## src/rtl/traffic_light_monitor.sv

```systemverilog
// Passive checker on the Red/Green/Yellow lamp lines. It tracks the current phase, flags
// non-one-hot lamps, illegal phase order and wrong phase lengths, and counts legal transitions.
module traffic_light_monitor #(
   parameter int RED_CYCLES    = 5,
   parameter int GREEN_CYCLES  = 4,
   parameter int YELLOW_CYCLES = 2,
   parameter int CNT_W         = 8
) (
   input  logic        clk,
   input  logic        reset,
   input  logic        Red,
   input  logic        Green,
   input  logic        Yellow,
   input  logic        clear_err,
   output logic [1:0]  phase,
   output logic        locked,
   output logic        err_onehot,
   output logic        err_order,
   output logic        err_duration,
   output logic        error,
   output logic [15:0] trans_count
);

   typedef enum logic [1:0] {
      IDLE   = 2'd0,
      RED    = 2'd1,
      GREEN  = 2'd2,
      YELLOW = 2'd3
   } state_t;

   localparam logic [CNT_W-1:0] RED_DUR    = CNT_W'(RED_CYCLES);
   localparam logic [CNT_W-1:0] GREEN_DUR  = CNT_W'(GREEN_CYCLES);
   localparam logic [CNT_W-1:0] YELLOW_DUR = CNT_W'(YELLOW_CYCLES);
   localparam logic [CNT_W-1:0] RUN_MAX    = {CNT_W{1'b1}};

   state_t           state_reg, state_next;
   state_t           pat_state, succ_state;
   logic             pat_legal;
   logic [CNT_W-1:0] run_reg, run_next, dur_cur, run_inc;
   logic             partial_reg, partial_next;
   logic             locked_reg, locked_next;
   logic             onehot_reg, onehot_next;
   logic             order_reg, order_next;
   logic             duration_reg, duration_next;
   logic             error_reg, error_next;
   logic [15:0]      trans_reg, trans_next;

   always_comb begin
      pat_legal = 1'b0;
      pat_state = IDLE;
      case ({Red, Green, Yellow})
         3'b100: begin pat_legal = 1'b1; pat_state = RED;    end
         3'b010: begin pat_legal = 1'b1; pat_state = GREEN;  end
         3'b001: begin pat_legal = 1'b1; pat_state = YELLOW; end
         default: begin pat_legal = 1'b0; pat_state = IDLE;  end
      endcase
   end

   always_comb begin
      succ_state = IDLE;
      dur_cur    = '0;
      case (state_reg)
         RED:     begin succ_state = GREEN;  dur_cur = RED_DUR;    end
         GREEN:   begin succ_state = YELLOW; dur_cur = GREEN_DUR;  end
         YELLOW:  begin succ_state = RED;    dur_cur = YELLOW_DUR; end
         default: begin succ_state = IDLE;   dur_cur = '0;         end
      endcase
   end

   // Saturate so a stuck phase can never wrap back through DUR and hide an overrun.
   assign run_inc = (run_reg == RUN_MAX) ? run_reg : run_reg + CNT_W'(1);

   always_comb begin
      state_next    = state_reg;
      run_next      = run_reg;
      partial_next  = partial_reg;
      locked_next   = locked_reg;
      trans_next    = trans_reg;
      onehot_next   = 1'b0;
      order_next    = 1'b0;
      duration_next = 1'b0;

      if (!pat_legal) begin
         onehot_next  = 1'b1;
         state_next   = IDLE;
         locked_next  = 1'b0;
         run_next     = '0;
         partial_next = 1'b1;
      end else if (state_reg == IDLE) begin
         state_next   = pat_state;
         run_next     = CNT_W'(1);
         partial_next = 1'b1;
      end else if (pat_state == state_reg) begin
         run_next = run_inc;
         if (!partial_reg && run_reg == dur_cur) duration_next = 1'b1;
      end else if (pat_state == succ_state) begin
         if (!partial_reg && run_reg < dur_cur) duration_next = 1'b1;
         state_next   = succ_state;
         run_next     = CNT_W'(1);
         partial_next = 1'b0;
         locked_next  = 1'b1;
         trans_next   = trans_reg + 16'd1;
      end else begin
         order_next   = 1'b1;
         state_next   = pat_state;
         run_next     = CNT_W'(1);
         partial_next = 1'b1;
         locked_next  = 1'b0;
      end

      // A new pulse in the same cycle as clear_err keeps the flag set.
      error_next = onehot_next | order_next | duration_next | (error_reg & ~clear_err);
   end

   always_ff @(posedge clk or negedge reset) begin
      if (!reset) begin
         state_reg    <= IDLE;
         run_reg      <= '0;
         partial_reg  <= 1'b1;
         locked_reg   <= 1'b0;
         onehot_reg   <= 1'b0;
         order_reg    <= 1'b0;
         duration_reg <= 1'b0;
         error_reg    <= 1'b0;
         trans_reg    <= '0;
      end else begin
         state_reg    <= state_next;
         run_reg      <= run_next;
         partial_reg  <= partial_next;
         locked_reg   <= locked_next;
         onehot_reg   <= onehot_next;
         order_reg    <= order_next;
         duration_reg <= duration_next;
         error_reg    <= error_next;
         trans_reg    <= trans_next;
      end
   end

   assign phase        = state_reg;
   assign locked       = locked_reg;
   assign err_onehot   = onehot_reg;
   assign err_order    = order_reg;
   assign err_duration = duration_reg;
   assign error        = error_reg;
   assign trans_count  = trans_reg;

endmodule

```

## config.mk

```make
export PLATFORM = sky130hd
export DESIGN_NAME = traffic_light_monitor
export DESIGN_NICKNAME = d
export VERILOG_FILES = /design/src/rtl/traffic_light_monitor.sv
export SDC_FILE = /design/constraint.sdc
export NUM_CORES = 1
export LEC_CHECK = 0
export ABC_CLOCK_PERIOD_IN_PS = 3200
export CAP_MARGIN = 15
export CELL_PAD_IN_SITES_DETAIL_PLACEMENT = 1
export CELL_PAD_IN_SITES_GLOBAL_PLACEMENT = 1
export CORE_MARGIN = 5
export CORE_UTILIZATION = 42
export DETAILED_ROUTE_END_ITERATION = 10
export GPL_TIMING_DRIVEN = 0
export PLACE_DENSITY_LB_ADDON = 0.1
export SLEW_MARGIN = 20
export SYNTH_ARGS = -nofsm -noshare
export SYNTH_HDL_FRONTEND = slang
export SYNTH_SLANG_ARGS = --single-unit
```

## constraint.sdc

```tcl
create_clock -name clk -period 3.2 [get_ports clk]
set_clock_uncertainty 0.2 [all_clocks]
set_input_delay 0.64 -clock clk [delete_from_list [all_inputs] [get_ports clk]]
set_output_delay 0.64 -clock clk [all_outputs]
set_load 0.01 [all_outputs]
```

Word-level counts from Yosys, hierarchy flattened --
Index checks and enable logic that the tools add are counted. W data, S select, Z words.
Word-level totals: register bits 32, bits of input ports 6, output and inout bits 23, logic and storage cells 70
Operators by class: add/subtract/negate cells 2, order comparisons 1, equality and inequality tests 14, muxes and demuxes 30, bitwise operators 7, reduce and logical (&&, ||, !) cells 7
Operator list (count):
- $mux W8 | 4
- $mux W1 | 19
- $add A16 B1 Y16 const B | 1
- $pmux W2 S3 | 2
- $pmux W3 S3 | 1
- $add A8 B1 Y8 const B | 1
- $eq A8 B8 Y1 | 1
- $eq A8 B8 Y1 const B | 1
- $lt A8 B8 Y1 | 1
- $mux W2 | 4
- $eq A2 B2 Y1 | 2
- $eq A2 B2 Y1 const B | 2
- $ne A2 B2 Y1 const B | 2
- $ne A4 B4 Y1 const B | 1
- $reduce_and A4 Y1 | 1
- $eq A3 B1 Y1 const B | 1
- $eq A3 B2 Y1 const B | 1
- $eq A3 B3 Y1 const B | 1
- $ne A3 B3 Y1 const B | 1
- $not A1 Y1 | 3
- $or A1 B1 Y1 | 3
- $reduce_or A3 Y1 | 1
- $eq A2 B1 Y1 const B | 1
- $logic_and A1 B1 Y1 | 2
- other kinds (4) | 4

Logic depth before layout (Yosys ltp) --
depth after elaboration 11, gate-level depth with buffers 8, depth with buffers taken out 8

Worst setup path before layout --
Ideal clock, no wire load.
path kind reg-to-reg, start point reg state_reg[0], in the netlist phase[0], end point reg trans_reg[1], in the netlist trans_count[1], library setup time 0.125 ns, arrival 2.196 ns, required time 2.875 ns, path slack 0.679 ns, cell stages (with the launch flop) 8, buffers on the path 0, period minus slack after synthesis 2.521 ns, path through dfrtp_1 -> inv_1 -> ha_1 -> or3b_1 -> a211oi_2 -> nor2_2 -> nor2_1 -> mux2_2
On the way: word-level cells in the longest chain between the ends 4, elaborated cells between the ends (all ways) 10, those cells by class eq/ne (5); mux (1); bitwise (2); reduce/logical (2)
Ends and longest elaborated chain:
- start: declaration | line 36 | state_t state_reg, state_next;
- start signal: assignment | line 127 | state_reg <= state_next;
- $eq A2 B2 Y1 / $eq A2 B1 Y1 (equally long branches) | line 62 | case (state_reg)
- $pmux W2 S3 | line 62
- $eq A2 B2 Y1 | line 96 | end else if (pat_state == succ_state) begin
- $reduce_and A4 Y1 (no source line) *
- end signal: assignment | line 135 | trans_reg <= trans_next;
- end: declaration | line 46 | logic [15:0] trans_reg, trans_next;
Mark *: on every way between the ends. The rest lies on a longest branch, timed or not. A chain may end at the register's enable or synchronous reset.

Worst setup path in the final report --
start point in Red, end point reg trans_reg[1], in the netlist trans_count[1]
On the way: word-level cells in the longest chain between the ends 5, elaborated cells between the ends (all ways) 10, those cells by class eq/ne (5); mux (2); bitwise (1); reduce/logical (2)
Ends and longest elaborated chain:
- start: declaration | line 11 | input logic Red,
- $eq A3 B1 Y1, or another cell as far along | line 51 | case ({Red, Green, Yellow})
- $pmux W2 S3 | line 51
- $eq A2 B2 Y1 | line 93 | end else if (pat_state == state_reg) begin
- $not A1 Y1 (no source line)
- $reduce_and A4 Y1 (no source line) *
Marks and branches as above.

==> reports/metrics.yaml <==
critical_path:
  worstPathCellList: "clkdlybuf4s50_1 -> buf_4 -> or3b_1 -> a211oi_2 -> nor2_2 -> nor2_1 -> mux2_2"
  worst_ep_arrival_time_ps: 2730
  crit_slowest_cell: "clkdlybuf4s50_1"
  cp_max_fo: 10
  crit_type: "input port to flip-flop"
  crit_family: "buffers and inverters"
  start_kind: "input port"
  crit_required_ps: 3170
  max_stage_delay_ps: 530
  cp-end-kind: "flip-flop"
  critical_path_buf_inv_count: 2
global_route:
  gr-total-overflow: 0
  track_usage_pct: 16.0
  grt_antenna_before_repair: 0
  grt_pass1_vias: 1540
  grt_max_degree: 33
  grt_pass1_wl_um: 7520
timing:
  rsz0062_at_grt: "no"
  min_period_ps: 2760
  finalCritPeriodShare_pct: 86.2
  setup-violations-final: 0
  max_freq_ghz: 0.363
  tightest_slew_ps: 714
  maxSlewViolCount: 0
  hold_viol: 0
  fin_setup_tns_ps: 0
  relSlewSlack_pct: 52.4
synthesis:
  synth_area_leaders: "dfrtp_1, xor2_1, ha_1"
  async_flop_share_pct: 100
  ys_ff_latch: 32
  syn_inst: 176
  synth_commonest_cells: "dfrtp_1, xor2_1, nor2_1"
  yosysMostFrequentCell: "dfrtp_1"
  avgSynthCellArea_sq_um: 10.7
  yosysWarnings: 0
  yosysTopAreaCell: "dfrtp_1"
  synth_area_sq_um: 1880
  synth_edf_count: 0
  yosysSeqAreaShare_pct: 42.6
  synth_nets: 191
  synth.distinct_cells: 51
  yosys.area.top_type_share_pct: 41.2
  yosys_most_used_dff: "dfrtp_1"
floorplanning:
  die_area_sq_um: 5920
  num_rows: 24
  design.portCount: 29
  start_util_pct: 43.2
  fp.dieW_um: 77.0
  core_sq_um: 4350
  fp.dieH_um: 77.0
placed_design:
  place_area_sq_um: 2220
  gp_congestion: 0.781
  place_hpwl_um: 3210
  portBuffers: 28
final_layout:
  nets: 226
  layout-drive-gt1-share_pct: 15.6
  num_antenna_cells: 0
  largest_reg_flops: 16
  syn_to_final_growth_pct: 23.4
  finalInstanceArea_sq_um: 2320
detailed_routing:
  wl_um: 4230
  vias: 1434
  routed_via_density: 5.43
  wl_per_cell_um: 16.0
  ant_nets: 0
  drt_iter0_markers: 23
  drc: 0
  first_pass_iters: 4
clock_tree:
  cts_tree: "yes"
  clk_latency_ps: 280
  numCtsBuffers: 5
  cts-hold-fix-buffers: 0
  post-cts-setup-buffers: 0
  path_clk_slew_ps: 70
  clock-sinks: 32
  cts_buffer_depth: 2
  cts_root_buf: "clkbuf_8"
  h-tree-depth: 2
  postCtsResizedCells: 0
power:
  power_density_nw_per_um2: 420
  p_leak_nw: 1.01
  ir_drop_uv: 157
  totalPowerFinal_w: 0.000977
min_path:
  hp-class: "input port to async pin"
outcome:
  status: "complete, no violations"
flow_run:
  cap_violations: 0
[layout make-up]
class	count	area [sq um]
plain buffers	7	47.5
clock buffers	8	100
fillers	494	2030
inverters	8	30.0
multi-input cells	129	1000
flip-flops and latches	32	802
well taps	52	65.1
repair buffers	28	275
[final timing paths]
path / from / end / slack, ps / cells after the start
min: reset / trans_count[5]$_DFFE_PN0P_ / 200 / 1
max reg2reg: phase[0]$_DFFE_PN0P_ / trans_count[1]$_DFFE_PN0P_ / 470 / 7
max in group asynchronous: reset / err_onehot$_DFF_PN0_ / 2130 / 1
min reg2reg: trans_count[15]$_DFFE_PN0P_ / trans_count[15]$_DFFE_PN0P_ / 280 / 1
max: Red / trans_count[1]$_DFFE_PN0P_ / 440 / 7
min in group clk: trans_count[15]$_DFFE_PN0P_ / trans_count[15]$_DFFE_PN0P_ / 280 / 1
[where the power goes]
| part | switching [W] | internal, W | leakage (nW) |
|---|---|---|---|
| sequential | 0.0000218 | 0.000425 | 0.420 |
| combinational | 0.0000938 | 0.0000850 | 0.535 |
| clock | 0.000155 | 0.000196 | 0.0515 |
| total | 0.000271 | 0.000706 | 1.01 |
[per-layer routing]
metal	GRT usage, %	up-vias	routed length, um	part of all wire [%]
li1	-	692	-	-
met1	18.6	709	1850	44
met2	27.1	25	2100	50
met3	4.45	8	183	4.3
met4	7.17	0	91	2.2
met5	0	-	0	0
[metrics by stage]
step	setup slack [ps]	instances	util [%]	hold slack, ps
floorplan	679	176	-	144
global placement	220	256	51.2	257
detailed placement	124	256	51.1	271
CTS	424	264	53.4	231
global route	277	264	53.4	277
finish	443	264	53.4	204
[logic make-up after synthesis]
logic type	synth area share (%)
AO/OA/AOI/OAI	8.51
XOR/XNOR	10.2
AND/OR/NAND/NOR	25.8
adder cells (fa/ha/maj)	6.51
multiplexers	2.19
buffers and inverters	4.12
flip-flops	42.6
[layout by cell type (no fill, tap or decap), drive strengths merged, types with 6 or more instances in the layout]
cell type | synthesis | layout
dfrtp | 31 | 31
nor4 | 9 | 9
buf | 6 | 7
ha | 9 | 9
nand2 | 9 | 9
nand2b | 6 | 6
nand3 | 12 | 12
clkbuf | 1 | 9
xor2 | 17 | 17
inv | 8 | 8
nor2 | 17 | 17
clkdlybuf4s50 | 0 | 27
No activity file was read; power rests on OpenSTA's default activity.
